==> config.mk <==
export PLATFORM = sky130hd
export DESIGN_NAME = mem_bus_arbiter
export DESIGN_NICKNAME = d
export VERILOG_FILES = /design/src/rtl/mem_bus_arbiter.sv
export SDC_FILE = /design/constraint.sdc
export NUM_CORES = 1
export LEC_CHECK = 0
export CORE_MARGIN = 2
export CORE_UTILIZATION = 25
export CTS_CLUSTER_DIAMETER = 40
export DETAILED_ROUTE_END_ITERATION = 12
export GPL_TIMING_DRIVEN = 0
export PLACE_DENSITY = 0.56
export SLEW_MARGIN = 40
export SYNTH_ARGS = -nofsm -noshare
export SYNTH_HDL_FRONTEND = slang
export SYNTH_SLANG_ARGS = --single-unit
==> constraint.sdc <==
create_clock -name clk -period 4.3 [get_ports clk]
set_clock_uncertainty 0.2 [all_clocks]
set_input_delay 0.645 -clock clk [delete_from_list [all_inputs] [get_ports clk]]
set_output_delay 0.645 -clock clk [all_outputs]
set_load 0.005 [all_outputs]
==> src/rtl/mem_bus_arbiter.sv <==
// Shares one memory bus between the fetch port and the load/store port. The FSM has three
// states, contention alternates between the ports, and a bus that never answers times out.
module mem_bus_arbiter #(
    parameter int unsigned ADDR_W  = 32,
    parameter int unsigned DATA_W  = 32,
    parameter int unsigned TIMEOUT = 15
) (
    input  logic                clk,
    input  logic                rst_n,
    input  logic                if_req,
    input  logic [ADDR_W-1:0]   if_addr,
    output logic [DATA_W-1:0]   if_rdata,
    output logic                if_ack,
    output logic                if_err,
    input  logic                d_read,
    input  logic                d_write,
    input  logic [ADDR_W-1:0]   d_addr,
    input  logic [DATA_W-1:0]   d_wdata,
    input  logic [DATA_W/8-1:0] d_wstrb,
    output logic [DATA_W-1:0]   d_rdata,
    output logic                d_ack,
    output logic                d_err,
    output logic                m_valid,
    output logic                m_we,
    output logic [ADDR_W-1:0]   m_addr,
    output logic [DATA_W-1:0]   m_wdata,
    output logic [DATA_W/8-1:0] m_wstrb,
    input  logic [DATA_W-1:0]   m_rdata,
    input  logic                m_ready
);

    localparam int unsigned StrbW = DATA_W / 8;
    localparam logic [7:0] TimeoutLast = 8'(TIMEOUT - 1);
    localparam logic GrantIf = 1'b0;
    localparam logic GrantD  = 1'b1;

    typedef enum logic [1:0] {StIdle, StIfBusy, StDBusy} state_e;

    state_e             state_q, state_d;
    logic               last_grant_q, last_grant_d;
    logic [7:0]         cnt_q, cnt_d;
    logic               m_valid_q, m_valid_d;
    logic               m_we_q, m_we_d;
    logic [ADDR_W-1:0]  m_addr_q, m_addr_d;
    logic [DATA_W-1:0]  m_wdata_q, m_wdata_d;
    logic [StrbW-1:0]   m_wstrb_q, m_wstrb_d;
    logic               if_ack_q, if_ack_d;
    logic               if_err_q, if_err_d;
    logic [DATA_W-1:0]  if_rdata_q, if_rdata_d;
    logic               d_ack_q, d_ack_d;
    logic               d_err_q, d_err_d;
    logic [DATA_W-1:0]  d_rdata_q, d_rdata_d;
    logic               if_req_m;
    logic               d_req_m;
    logic               grant_d;

    // A port is still holding its request during its own ack cycle; keep it from being re-served.
    assign if_req_m = if_req & ~if_ack_q;
    assign d_req_m  = (d_read | d_write) & ~d_ack_q;

    always_comb begin
        state_d      = state_q;
        last_grant_d = last_grant_q;
        cnt_d        = cnt_q;
        m_valid_d    = m_valid_q;
        m_we_d       = m_we_q;
        m_addr_d     = m_addr_q;
        m_wdata_d    = m_wdata_q;
        m_wstrb_d    = m_wstrb_q;
        if_ack_d     = 1'b0;
        if_err_d     = 1'b0;
        if_rdata_d   = '0;
        d_ack_d      = 1'b0;
        d_err_d      = 1'b0;
        d_rdata_d    = '0;
        grant_d      = 1'b0;

        unique case (state_q)
            StIdle: begin
                grant_d = d_req_m & (~if_req_m | (last_grant_q == GrantIf));
                if (grant_d) begin
                    m_valid_d    = 1'b1;
                    m_we_d       = d_write;
                    m_addr_d     = d_addr;
                    m_wdata_d    = d_write ? d_wdata : '0;
                    m_wstrb_d    = d_write ? d_wstrb : '0;
                    last_grant_d = GrantD;
                    cnt_d        = '0;
                    state_d      = StDBusy;
                end else if (if_req_m) begin
                    m_valid_d    = 1'b1;
                    m_we_d       = 1'b0;
                    m_addr_d     = if_addr;
                    m_wdata_d    = '0;
                    m_wstrb_d    = '0;
                    last_grant_d = GrantIf;
                    cnt_d        = '0;
                    state_d      = StIfBusy;
                end
            end
            StIfBusy, StDBusy: begin
                if (m_ready) begin
                    m_valid_d = 1'b0;
                    state_d   = StIdle;
                    if (state_q == StIfBusy) begin
                        if_ack_d   = 1'b1;
                        if_rdata_d = m_rdata;
                    end else begin
                        d_ack_d   = 1'b1;
                        d_rdata_d = m_we_q ? '0 : m_rdata;
                    end
                end else if (cnt_q == TimeoutLast) begin
                    m_valid_d = 1'b0;
                    state_d   = StIdle;
                    if (state_q == StIfBusy) begin
                        if_ack_d = 1'b1;
                        if_err_d = 1'b1;
                    end else begin
                        d_ack_d = 1'b1;
                        d_err_d = 1'b1;
                    end
                end else begin
                    cnt_d = cnt_q + 8'd1;
                end
            end
            default: state_d = StIdle;
        endcase
    end

    always_ff @(posedge clk or negedge rst_n) begin
        if (!rst_n) begin
            state_q      <= StIdle;
            last_grant_q <= GrantIf;
            cnt_q        <= '0;
            m_valid_q    <= 1'b0;
            m_we_q       <= 1'b0;
            m_addr_q     <= '0;
            m_wdata_q    <= '0;
            m_wstrb_q    <= '0;
            if_ack_q     <= 1'b0;
            if_err_q     <= 1'b0;
            if_rdata_q   <= '0;
            d_ack_q      <= 1'b0;
            d_err_q      <= 1'b0;
            d_rdata_q    <= '0;
        end else begin
            state_q      <= state_d;
            last_grant_q <= last_grant_d;
            cnt_q        <= cnt_d;
            m_valid_q    <= m_valid_d;
            m_we_q       <= m_we_d;
            m_addr_q     <= m_addr_d;
            m_wdata_q    <= m_wdata_d;
            m_wstrb_q    <= m_wstrb_d;
            if_ack_q     <= if_ack_d;
            if_err_q     <= if_err_d;
            if_rdata_q   <= if_rdata_d;
            d_ack_q      <= d_ack_d;
            d_err_q      <= d_err_d;
            d_rdata_q    <= d_rdata_d;
        end
    end

    assign m_valid  = m_valid_q;
    assign m_we     = m_we_q;
    assign m_addr   = m_addr_q;
    assign m_wdata  = m_wdata_q;
    assign m_wstrb  = m_wstrb_q;
    assign if_ack   = if_ack_q;
    assign if_err   = if_err_q;
    assign if_rdata = if_rdata_q;
    assign d_ack    = d_ack_q;
    assign d_err    = d_err_q;
    assign d_rdata  = d_rdata_q;

endmodule
==> qor.yml <==
clkLatencyLatePin_ns: 0.42
dp_hpwl_um: 13060
drc: 0
synth_top_cell_by_area: "dfrtp_1"
grt_pass1_vias: 4796
die_y_um: 156.6
placedCellCount: 1085
dr_total_vias: 4799
total_leakage_power_nw: 4.250
crit_cells: 1
start_util_pct: 25.57
dieWidth_um: 156.6
nNetsFinal: 934
rsz0062_at_grt: "no"
synth_enable_flop_cells: 0
clkSlewWorstSetupHoldPaths_ns: 0.07
hold_class: "flip-flop to flip-flop"
slowest_stage: "clkdlybuf4s50_1"
io_buffers: 275
cp.required_ns: 3.45
routedWlPerCell_um: 16.15
path_max_fanout: 3
worstPathArrival_ns: 1.44
min_period_over_period_pct: 53.05
drt-initial-drc-count: 220
synth_common_cells: "dfrtp_1, nand2_1, nor2_1, o21ai_1, a22o_1"
syn_inst: 495
cts_hold_buffers: 1
wirelength_um: 18060
clkSinkCount: 149
netlist.area_leader.share_pct: 64.02
crit_type: "flip-flop to output pin"
antenna_cells: 0
clockBufferDepth: 2
setup_viol: 0
synth.ff_latch_count: 149
worst_pin_slew_ns: 0.5986
reg2reg_depth: 7
cts_tree: "done"
antenna_found_initial: 0
synth.cell_area_um2: 5824
cts_buffers: 17
status: "completed"
synthArstFlopShare_pct: 100.0
core_um2: 22780
netSwitchingFraction_pct: 34.07
slew_violations: 0
power_frac_clock_pct: 25.2
drive_above_1_share_pct: 8.075
fmax_mhz: 438.3
post-route-util_pct: 42.26
io-pin-count: 276
via_per_inst: 4.292
yosysSeqAreaShare_pct: 64.02
overflow: 0
seqPwrFrac_pct: 33.8
cts_setup_buffers: 0
root_buffer: "clkbuf_16"
power_density_nw_per_um2: 618.1
critPathLaunchType: "flip-flop"
ir_drop_mv: 0.2874
synthDistinctLibCells: 47
htreeDepth: 4
synthFlopType: "dfrtp_1"
max_cap_viol_count: 0
post-route-min-period_ns: 2.281
end_kind: "output pin"
slew_headroom_pct: 60.09
synth.avg_cell_area_um2: 11.77
critical_path_buf_inv_count: 1
switchingPower_mw: 2.027
synth.most_common_cell: "dfrtp_1"
crit_family: "buffers and inverters"
fp.dieArea_um2: 24530
max_stage_delay_ns: 0.56
netlist_top_cells_area: "dfrtp_1, mux2i_1, a22o_1"
hold_depth: 2
gr-usage-all-layers_pct: 14.67
path_cells: "clkdlybuf4s50_1"
grt_first_pass_wirelength_um: 27390
rows: 55
intPower_mw: 3.923
finalHoldViolCount: 0
stdcell_count: 1118
antenna_left: 0
synth_fp_nets: 637
syn2layout_area_growth_pct: 65.28
ctsResizeCount: 0
pwr-share-comb_pct: 41.0
place.gp.congestion: 0.7297
ys_warn_count: 0
drt-pass1-iter-count: 4
grt_max_degree: 73
## power by group through the flow
stage	sequential (mW)	combinational, mW	clock, mW
after floorplan	2.06	1.12	0
after global placement	2.02	2.47	0
after detailed placement	2.04	2.48	0
after CTS	2.02	2.49	1.55
after global routing	2.06	2.68	1.62
final	2.01	2.44	1.50
## flip-flops by register name (all words and copies together) (netlist names)
register and count:
m_wdata 32, m_addr 32, last_grant_q 1, d_ack 1
if_ack 1, m_we 1, state_q 2, if_rdata 32
m_valid 1, m_wstrb 4, cnt_q 8, d_err 1
if_err 1, d_rdata 32
## layout by cell type (no fill, tap or decap), types with 4 or more instances in the layout
cell type and count:
nand2_1 79, a22o_1 37, dfrtp_1 149, clkbuf_16 17, nor2_1 67, clkinv_4 4
inv_6 4, inv_1 4, buf_2 9, clkbuf_1 10, a21oi_1 6, mux2i_1 33
clkdlybuf4s50_1 274, buf_6 6, nand3_1 4, ha_1 4, o21ai_1 38
## per-layer routing
| metal | global-route usage, % | wire length [um] | share of wire [%] | vias to the layer above |
|---|---|---|---|---|
| met1 | 18.31 | 7852 | 43 | 2293 |
| met3 | 7.422 | 2039 | 11 | 11 |
| li1 | - | - | - | 2295 |
| met5 | 0 | 0 | 0 | - |
| met4 | 2.752 | 153 | 0.85 | 0 |
| met2 | 23.01 | 8014 | 44 | 200 |
## cell families after synthesis
kind of cell / share of synthesized area (%)
fa+ha+maj: 0.8593
compound gates: 12.44
buf+inv: 4.189
simple gates: 12.82
flops: 64.02
mux: 5.671
## per-stage QoR
stage	hold WS, ns	TNS (ns)	power (mW)	area, um^2	setup WS (ns)
after floorplan	0.1494	0	3.173	5824	2.504
after global placement	0.2680	-600.51	4.498	8969	-4.046
after detailed placement	0.2594	0	4.518	9029	1.739
after CTS	0.2905	0	6.060	9627	1.987
after global routing	0.3021	0	6.354	9627	1.955
final	0.2833	0	5.950	9627	2.019
## worst reg2reg max path, cell delays in order (launching register included)
cell     delay, ns
dfrtp_1       0.38
inv_1         0.07
ha_1          0.27
buf_2         0.21
nor2_1        0.10
a31oi_2       0.39
nand2_1       0.10
o31ai_1       0.23
## final cells by class
| class | count | area [um^2] |
|---|---|---|
| fill | 2201 | 13150 |
| sequential | 149 | 3729 |
| timing repair buffer | 278 | 2823 |
| multi-input combinational | 311 | 1852 |
| clock buffer | 17 | 425.4 |
| tap | 313 | 391.6 |
| buffer | 31 | 229.0 |
| clock inverter | 15 | 162.7 |
| inverter | 4 | 15.01 |
## path summary, 6_finish.rpt
| kind | slack, ns | end | from |
|---|---|---|---|
| min in group asynchronous | 0.42 | m_wdata[11]$_DFFE_PN0P_ | rst_n |
| max in group asynchronous | 2.90 | if_err$_DFF_PN0_ | rst_n |
| worst max-delay path | 2.02 | m_we | m_we$_DFFE_PN0P_ |
| worst max register to register | 2.25 | cnt_q[1]$_DFFE_PN0P_ | state_q[0]$_DFFE_PN0P_ |
| worst min-delay path | 0.28 | m_addr[3]$_DFFE_PN0P_ | m_addr[3]$_DFFE_PN0P_ |
| worst min register to register | 0.28 | m_addr[3]$_DFFE_PN0P_ | m_addr[3]$_DFFE_PN0P_ |
Power figures use the tool's default switching activity.
